$ cat config.mk
export PLATFORM = sky130hd
export DESIGN_NAME = stopwatch_ctrl
export DESIGN_NICKNAME = d
export VERILOG_FILES = /design/src/rtl/stopwatch_ctrl.sv
export SDC_FILE = /design/constraint.sdc
export NUM_CORES = 1
export LEC_CHECK = 0
export CORE_ASPECT_RATIO = 1.1
export CORE_UTILIZATION = 38
export CTS_BUF_LIST = sky130_fd_sc_hd__clkbuf_2 sky130_fd_sc_hd__clkbuf_4 sky130_fd_sc_hd__clkbuf_8
export CTS_CLUSTER_DIAMETER = 200
export DETAILED_ROUTE_END_ITERATION = 6
export SLEW_MARGIN = 10
export SYNTH_ARGS = -nofsm -noshare
export SYNTH_HDL_FRONTEND = slang
export SYNTH_SLANG_ARGS = --single-unit
$ cat constraint.sdc
create_clock -name clk -period 2.6 [get_ports clk]
set_clock_uncertainty 0.2 [all_clocks]
set_input_delay 0.52 -clock clk [delete_from_list [all_inputs] [get_ports clk]]
set_output_delay 0.52 -clock clk [all_outputs]
set_load 0.05 [all_outputs]
$ cat src/rtl/stopwatch_ctrl.sv
// Stopwatch sequencing controller: debounces start/stop and lap/clear buttons,
// runs the IDLE/RUN/PAUSE/LAP machine and generates the count tick.
module stopwatch_ctrl #(
  parameter int TICK_DIV   = 500000,
  parameter int DEB_CYCLES = 4
) (
  input  logic       clk,
  input  logic       reset,
  input  logic       btn_ss,
  input  logic       btn_lc,
  output logic       cnt_en,
  output logic       cnt_rst,
  output logic       disp_freeze,
  output logic [1:0] state_o
);

  localparam int PW = $clog2(TICK_DIV);
  localparam int DW = (DEB_CYCLES > 1) ? $clog2(DEB_CYCLES) : 1;

  typedef enum logic [1:0] {
    S_IDLE  = 2'b00,
    S_RUN   = 2'b01,
    S_PAUSE = 2'b10,
    S_LAP   = 2'b11
  } state_t;

  logic [1:0]    w_btn_raw;
  logic [1:0]    w_press;
  state_t        r_state;
  state_t        w_state_next;
  logic [PW-1:0] r_presc;
  logic [PW-1:0] w_presc_next;
  logic          w_counting;
  logic          w_tick_last;
  logic          w_ss;
  logic          w_lc;

  assign w_btn_raw = {btn_lc, btn_ss};

  // Bit 0 is start/stop, bit 1 is lap/clear; both buttons share one path.
  genvar gi;
  generate
    for (gi = 0; gi < 2; gi++) begin : g_btn
      logic          r_s1;
      logic          r_s2;
      logic          r_deb;
      logic          r_deb_d;
      logic [DW-1:0] r_cnt;

      always_ff @(posedge clk or posedge reset) begin
        if (reset) begin
          r_s1    <= 1'b0;
          r_s2    <= 1'b0;
          r_deb   <= 1'b0;
          r_deb_d <= 1'b0;
          r_cnt   <= '0;
        end else begin
          r_s1    <= w_btn_raw[gi];
          r_s2    <= r_s1;
          r_deb_d <= r_deb;
          if (r_s2 == r_deb) begin
            r_cnt <= '0;
          end else if (r_cnt == DW'(DEB_CYCLES - 1)) begin
            r_deb <= r_s2;
            r_cnt <= '0;
          end else begin
            r_cnt <= r_cnt + DW'(1);
          end
        end
      end

      assign w_press[gi] = r_deb & ~r_deb_d;
    end
  endgenerate

  assign w_ss = w_press[0];
  assign w_lc = w_press[1];

  always_ff @(posedge clk or posedge reset) begin
    if (reset) begin
      r_state <= S_IDLE;
      r_presc <= '0;
    end else begin
      r_state <= w_state_next;
      r_presc <= w_presc_next;
    end
  end

  // Start/stop is checked first so it wins over a same-cycle lap/clear.
  always_comb begin
    w_state_next = r_state;
    case (r_state)
      S_IDLE:  if (w_ss) w_state_next = S_RUN;
      S_RUN:   if (w_ss) w_state_next = S_PAUSE;
               else if (w_lc) w_state_next = S_LAP;
      S_LAP:   if (w_ss) w_state_next = S_PAUSE;
               else if (w_lc) w_state_next = S_RUN;
      S_PAUSE: if (w_ss) w_state_next = S_RUN;
               else if (w_lc) w_state_next = S_IDLE;
      default: w_state_next = r_state;
    endcase
  end

  assign w_counting  = (r_state == S_RUN) || (r_state == S_LAP);
  assign w_tick_last = (r_presc == PW'(TICK_DIV - 1));

  // Counting follows the pre-edge state; PAUSE holds phase, IDLE zeroes it.
  always_comb begin
    w_presc_next = r_presc;
    if (r_state == S_IDLE || w_state_next == S_IDLE) begin
      w_presc_next = '0;
    end else if (w_counting) begin
      w_presc_next = w_tick_last ? '0 : r_presc + PW'(1);
    end
  end

  assign cnt_en      = w_counting && w_tick_last;
  assign cnt_rst     = (r_state == S_IDLE);
  assign disp_freeze = (r_state == S_LAP);
  assign state_o     = r_state;

endmodule

# ---- After elaboration in Yosys (flattened, before gate mapping)
# Index checks and enable logic that the tools add are counted.
dict set report totals {
  reg_bits 33
  elab_cells 52
  input_bits 4
  out_inout_bits 5
}
dict set report classes {
  reduce_logical 8
  n_eq_ne 8
  n_bitwise 6
  n_addsub 3
  muxes 15
}
# cell count
set ops {}
lappend ops {{$mux 19} 3}
lappend ops {{$mux 2} 11}
lappend ops {{$add 19x1->19 const B} 1}
lappend ops {{$eq 19x19->1 const B} 1}
lappend ops {{$eq 2x2->1 const B} 4}
lappend ops {{$pmux 2 s4} 1}
lappend ops {{$add 2x1->2 const B} 2}
lappend ops {{$logic_not 2->1} 2}
lappend ops {{$not 1->1} 4}
lappend ops {{$reduce_and 2->1} 2}
lappend ops {{$and 1x1->1} 2}
lappend ops {{$eq 1x1->1} 2}
lappend ops {{$eq 2x1->1 const B} 1}
lappend ops {{$logic_or 1x1->1} 2}
lappend ops {{$reduce_bool 2->1} 1}
lappend ops {{$logic_and 1x1->1} 1}

# ---- Depth between registers and ports, before layout
dict set report logic_depth {
  word_depth 8
  ltp_mapped 6
  ltp_nobuf 5
}

# ---- Worst setup path before layout
# No wires, ideal clock.
dict set report synth_path {
  path_type {register -> output}
  start {reg r_presc[5]}
  end {out cnt_en}
  arrival_ns 1.573
  setup_slack_ns 0.307
  t_required_ns 1.880
  path_buffers 0
  path_stages_with_launch 4
  path_cell_list {dfrtp_1 > nor4b_1 > nand4_1 > nor2_1}
}
dict set report synth_between {
  elab_chain_cells 2
}
# element line
set synth_rtl {}
lappend synth_rtl {{start, declared} 31} ;# logic [PW-1:0] r_presc;
lappend synth_rtl {{start signal, assigned} 85} ;# r_presc <= w_presc_next;
lappend synth_rtl {{$eq 19x19->1} 105} ;# assign w_tick_last = (r_presc == PW'(TICK_DIV - 1));
lappend synth_rtl {{$logic_and 1x1->1} 117} ;# assign cnt_en = w_counting && w_tick_last;
lappend synth_rtl {{end, declared} 11} ;# output logic cnt_en,
# Every way passes these cells.

# ---- Final worst setup path
dict set report layout_path {
  start {reg r_state[0] (netlist: state_o[0])}
  end {out cnt_rst}
}
dict set report layout_between {
  elab_chain_cells 1
}
# element line
set layout_rtl {}
lappend layout_rtl {{start, declared} 29} ;# state_t r_state;
lappend layout_rtl {{start signal, assigned} 84} ;# r_state <= w_state_next;
lappend layout_rtl {{$logic_not 2->1} 118} ;# assign cnt_rst = (r_state == S_IDLE);
lappend layout_rtl {{end, declared} 12} ;# output logic cnt_rst,
# Every way passes these cells.

==> flow_summary.json <==
{
  "core-area_um2": 4080,
  "synth_area_leader_cell": "dfrtp_1",
  "seq_area_um2": 826,
  "cp-startpoint": "state_o[0]",
  "ys_seq_area_frac": 0.493,
  "cts-root-buf": "clkbuf_8",
  "clk_path_buf_depth": 2,
  "grt_usage": 0.160,
  "start_util": 0.410,
  "nets": 171,
  "status": "finished clean",
  "hold_viol": 0,
  "p_leak_nw": 0.742,
  "period_share": 0.951,
  "routedWlPerCell_um": 14.7,
  "cts-buffers-inserted": 5,
  "clock_latency_ps": 280,
  "clk_pin_slew_ps": 60,
  "crit_buf_inv": 1,
  "antennaDiodeCount": 0,
  "vias_per_cell": 5.77,
  "drt_iter0_markers": 76,
  "rsz0062_at_grt": "no",
  "rows": 24,
  "worst_pin_slew_ps": 738,
  "drv_cap": 0,
  "multiInputGateArea_um2": 772,
  "grt_pass1_wl_um": 5630,
  "nFillCells": 390,
  "dieWidth_um": 65.3,
  "drt.antenna.violating_nets": 0,
  "max-slew-margin-rel": 0.507,
  "cts.sinks": 33,
  "drc": 0,
  "min_period_ps": 2470,
  "synth_warnings": 0,
  "syn-cell-area_um2": 1680,
  "grt_max_degree": 34,
  "dieArea_um2": 4680,
  "cp-start-kind": "flip-flop",
  "port_buffers": 8,
  "ios": 9,
  "hp-class": "flip-flop to flip-flop",
  "syn_nets": 163,
  "area_growth_pct": 13.5,
  "r2r-start": "r_presc[6]",
  "slowest_stage": "clkdlybuf4s50_1",
  "crit_chain": "nor2_1 > clkdlybuf4s50_1",
  "final_cell_mix": "33 x dfrtp_1, 12 x a21oi_1, 12 x o31ai_1",
  "irDropWorstVdd_mv": 0.654,
  "fmax_mhz": 404,
  "end_kind": "output pin",
  "cp.arrival_ps": 1750,
  "grt_pass1_vias": 1253,
  "hpwl_um": 2140,
  "final-setup-viol-count": 0,
  "netlist_top_cells_area": "dfrtp_1 49%, o31ai_1 5.4%, or4_1 4.5%",
  "drive_gt1_frac": 0.164,
  "cts_tree": "done",
  "die_h_um": 71.6,
  "whs_ps": 161,
  "critical_path_class": "flip-flop to output pin",
  "synthCells": 156,
  "power_density_nw_per_um2": 933,
  "setup-tns-final_ps": 0,
  "crit_fanout": 13,
  "slew_viol_final": 0,
  "path_delay_family": "buffers and inverters",
  "gr-total-overflow": 0,
  "gp_congestion": 0.808,
  "ys_ff_latch": 33,
  "hold_path_startpoint": "g_btn[0].r_s1",
  "syn_avg_cell_area_um2": 10.7,
  "routed_wl_um": 3200,
  "synth_top_area_frac": 0.493,
  "critPathRequiredTime_ps": 1880,
  "grt_antenna_before_repair": 0,
  "final_common_cell": "dfrtp_1",
  "firstDrtPassIters": 4,
  "htreeDepth": 2,
  "via_count": 1253,
  "cpPeakStageDelay_ps": 810,
  "synth_cell_types": 38
}
## metrics by stage
stage	utilization	instance area, um^2	total power, mW	instances	setup slack (ps)
finish	0.466	1900	1.78	217	126
global route	0.466	1900	1.88	217	40.7
CTS	0.463	1890	1.80	217	60.3
detailed placement	0.434	1770	1.28	209	368
global placement	0.434	1770	1.26	209	385
floorplan	-	1680	1.16	156	307
## worst reg2reg max path: stages, from the launching register on
cell	delay, ps
dfrtp_1	450
nor4b_1	360
nand4_1	260
o22ai_2	400
buf_4	250
a21oi_1	60
## final timing paths
path                                       end  slack, ps  cells past startpoint
worst max-delay path                   cnt_rst        130                      2
worst min-delay path             g_btn[0].r_s2        160                      0
min in group asynchronous       g_btn[1].r_deb        420                      3
max in group asynchronous           r_presc[5]       1490                      3
worst max register to register     r_presc[15]        500                      5
worst min register to register   g_btn[0].r_s2        160                      0
## cell type report
class | count | area share
Timing Repair Buffer | 10 | 0.0566
Tap cell | 52 | 0.0342
Inverter | 3 | 0.00592
Sequential cell | 33 | 0.434
Multi-Input combinational cell | 111 | 0.406
Clock buffer | 7 | 0.0474
Clock inverter | 1 | 0.0158
## synthesized netlist by cell type
library cell and number:
a21boi_0 1, a21oi_1 12, a21oi_2 2, a21oi_4 1, and2_1 2, and2b_2 1
and3_1 2, and3_4 1, and4_1 2, buf_2 3, buf_6 5, clkbuf_1 1
dfrtp_1 33, ha_1 3, inv_1 3, mux2_2 2, nand2_1 10, nand2_2 1
nand2b_1 3, nand3_1 9, nand3_4 1, nand4_1 5, nor2_1 2, nor2b_1 3
nor3_1 2, nor4_1 1, nor4b_1 2, nor4bb_1 1, o21ai_0 9, o21ba_2 1
o22ai_2 1, o31a_1 1, o31ai_1 12, or3_1 1, or3_2 1, or4_1 10
or4_4 2, xnor2_1 4
## metal layers
layer,track usage,share of wire,routed length (um)
met1,0.196,0.43,1370
met2,0.254,0.50,1620
met3,0.0494,0.049,157
met4,0.0797,0.019,62
met5,0,0,0
## cells by family (layout without fill, tap and decap cells)
family                   after synthesis  count (layout)  share of synthesized area
multiplexers                           2               2                     0.0134
adder cells (fa/ha/maj)                3               3                     0.0224
buffers and inverters                 12              21                     0.0515
flip-flops                            33              33                      0.493
AO/OA/AOI/OAI                         40              40                      0.160
XOR/XNOR                               4               4                     0.0209
AND/OR/NAND/NOR                       62              62                      0.239
## report_power, final
part	switching [mW]	internal, mW
Sequential	0.108	0.611
Combinational	0.348	0.203
Clock	0.182	0.323
## sequential cells by signal, summed over array words and instances, names as in the netlist
signal,count
state_o,2
g_btn.r_deb_d,2
g_btn.r_cnt,4
g_btn.r_s2,2
r_presc,19
g_btn.r_s1,2
g_btn.r_deb,2
## repair_timing
action | CTS | global route
setup endpoints to repair | 0 | 2
endpoints found under the hold margin | 0 | 0
hold buffers | 0 | 0
gates resized for setup | 0 | 3
setup buffers | 0 | 0
Note: power is estimated with default switching activity, not from simulation.
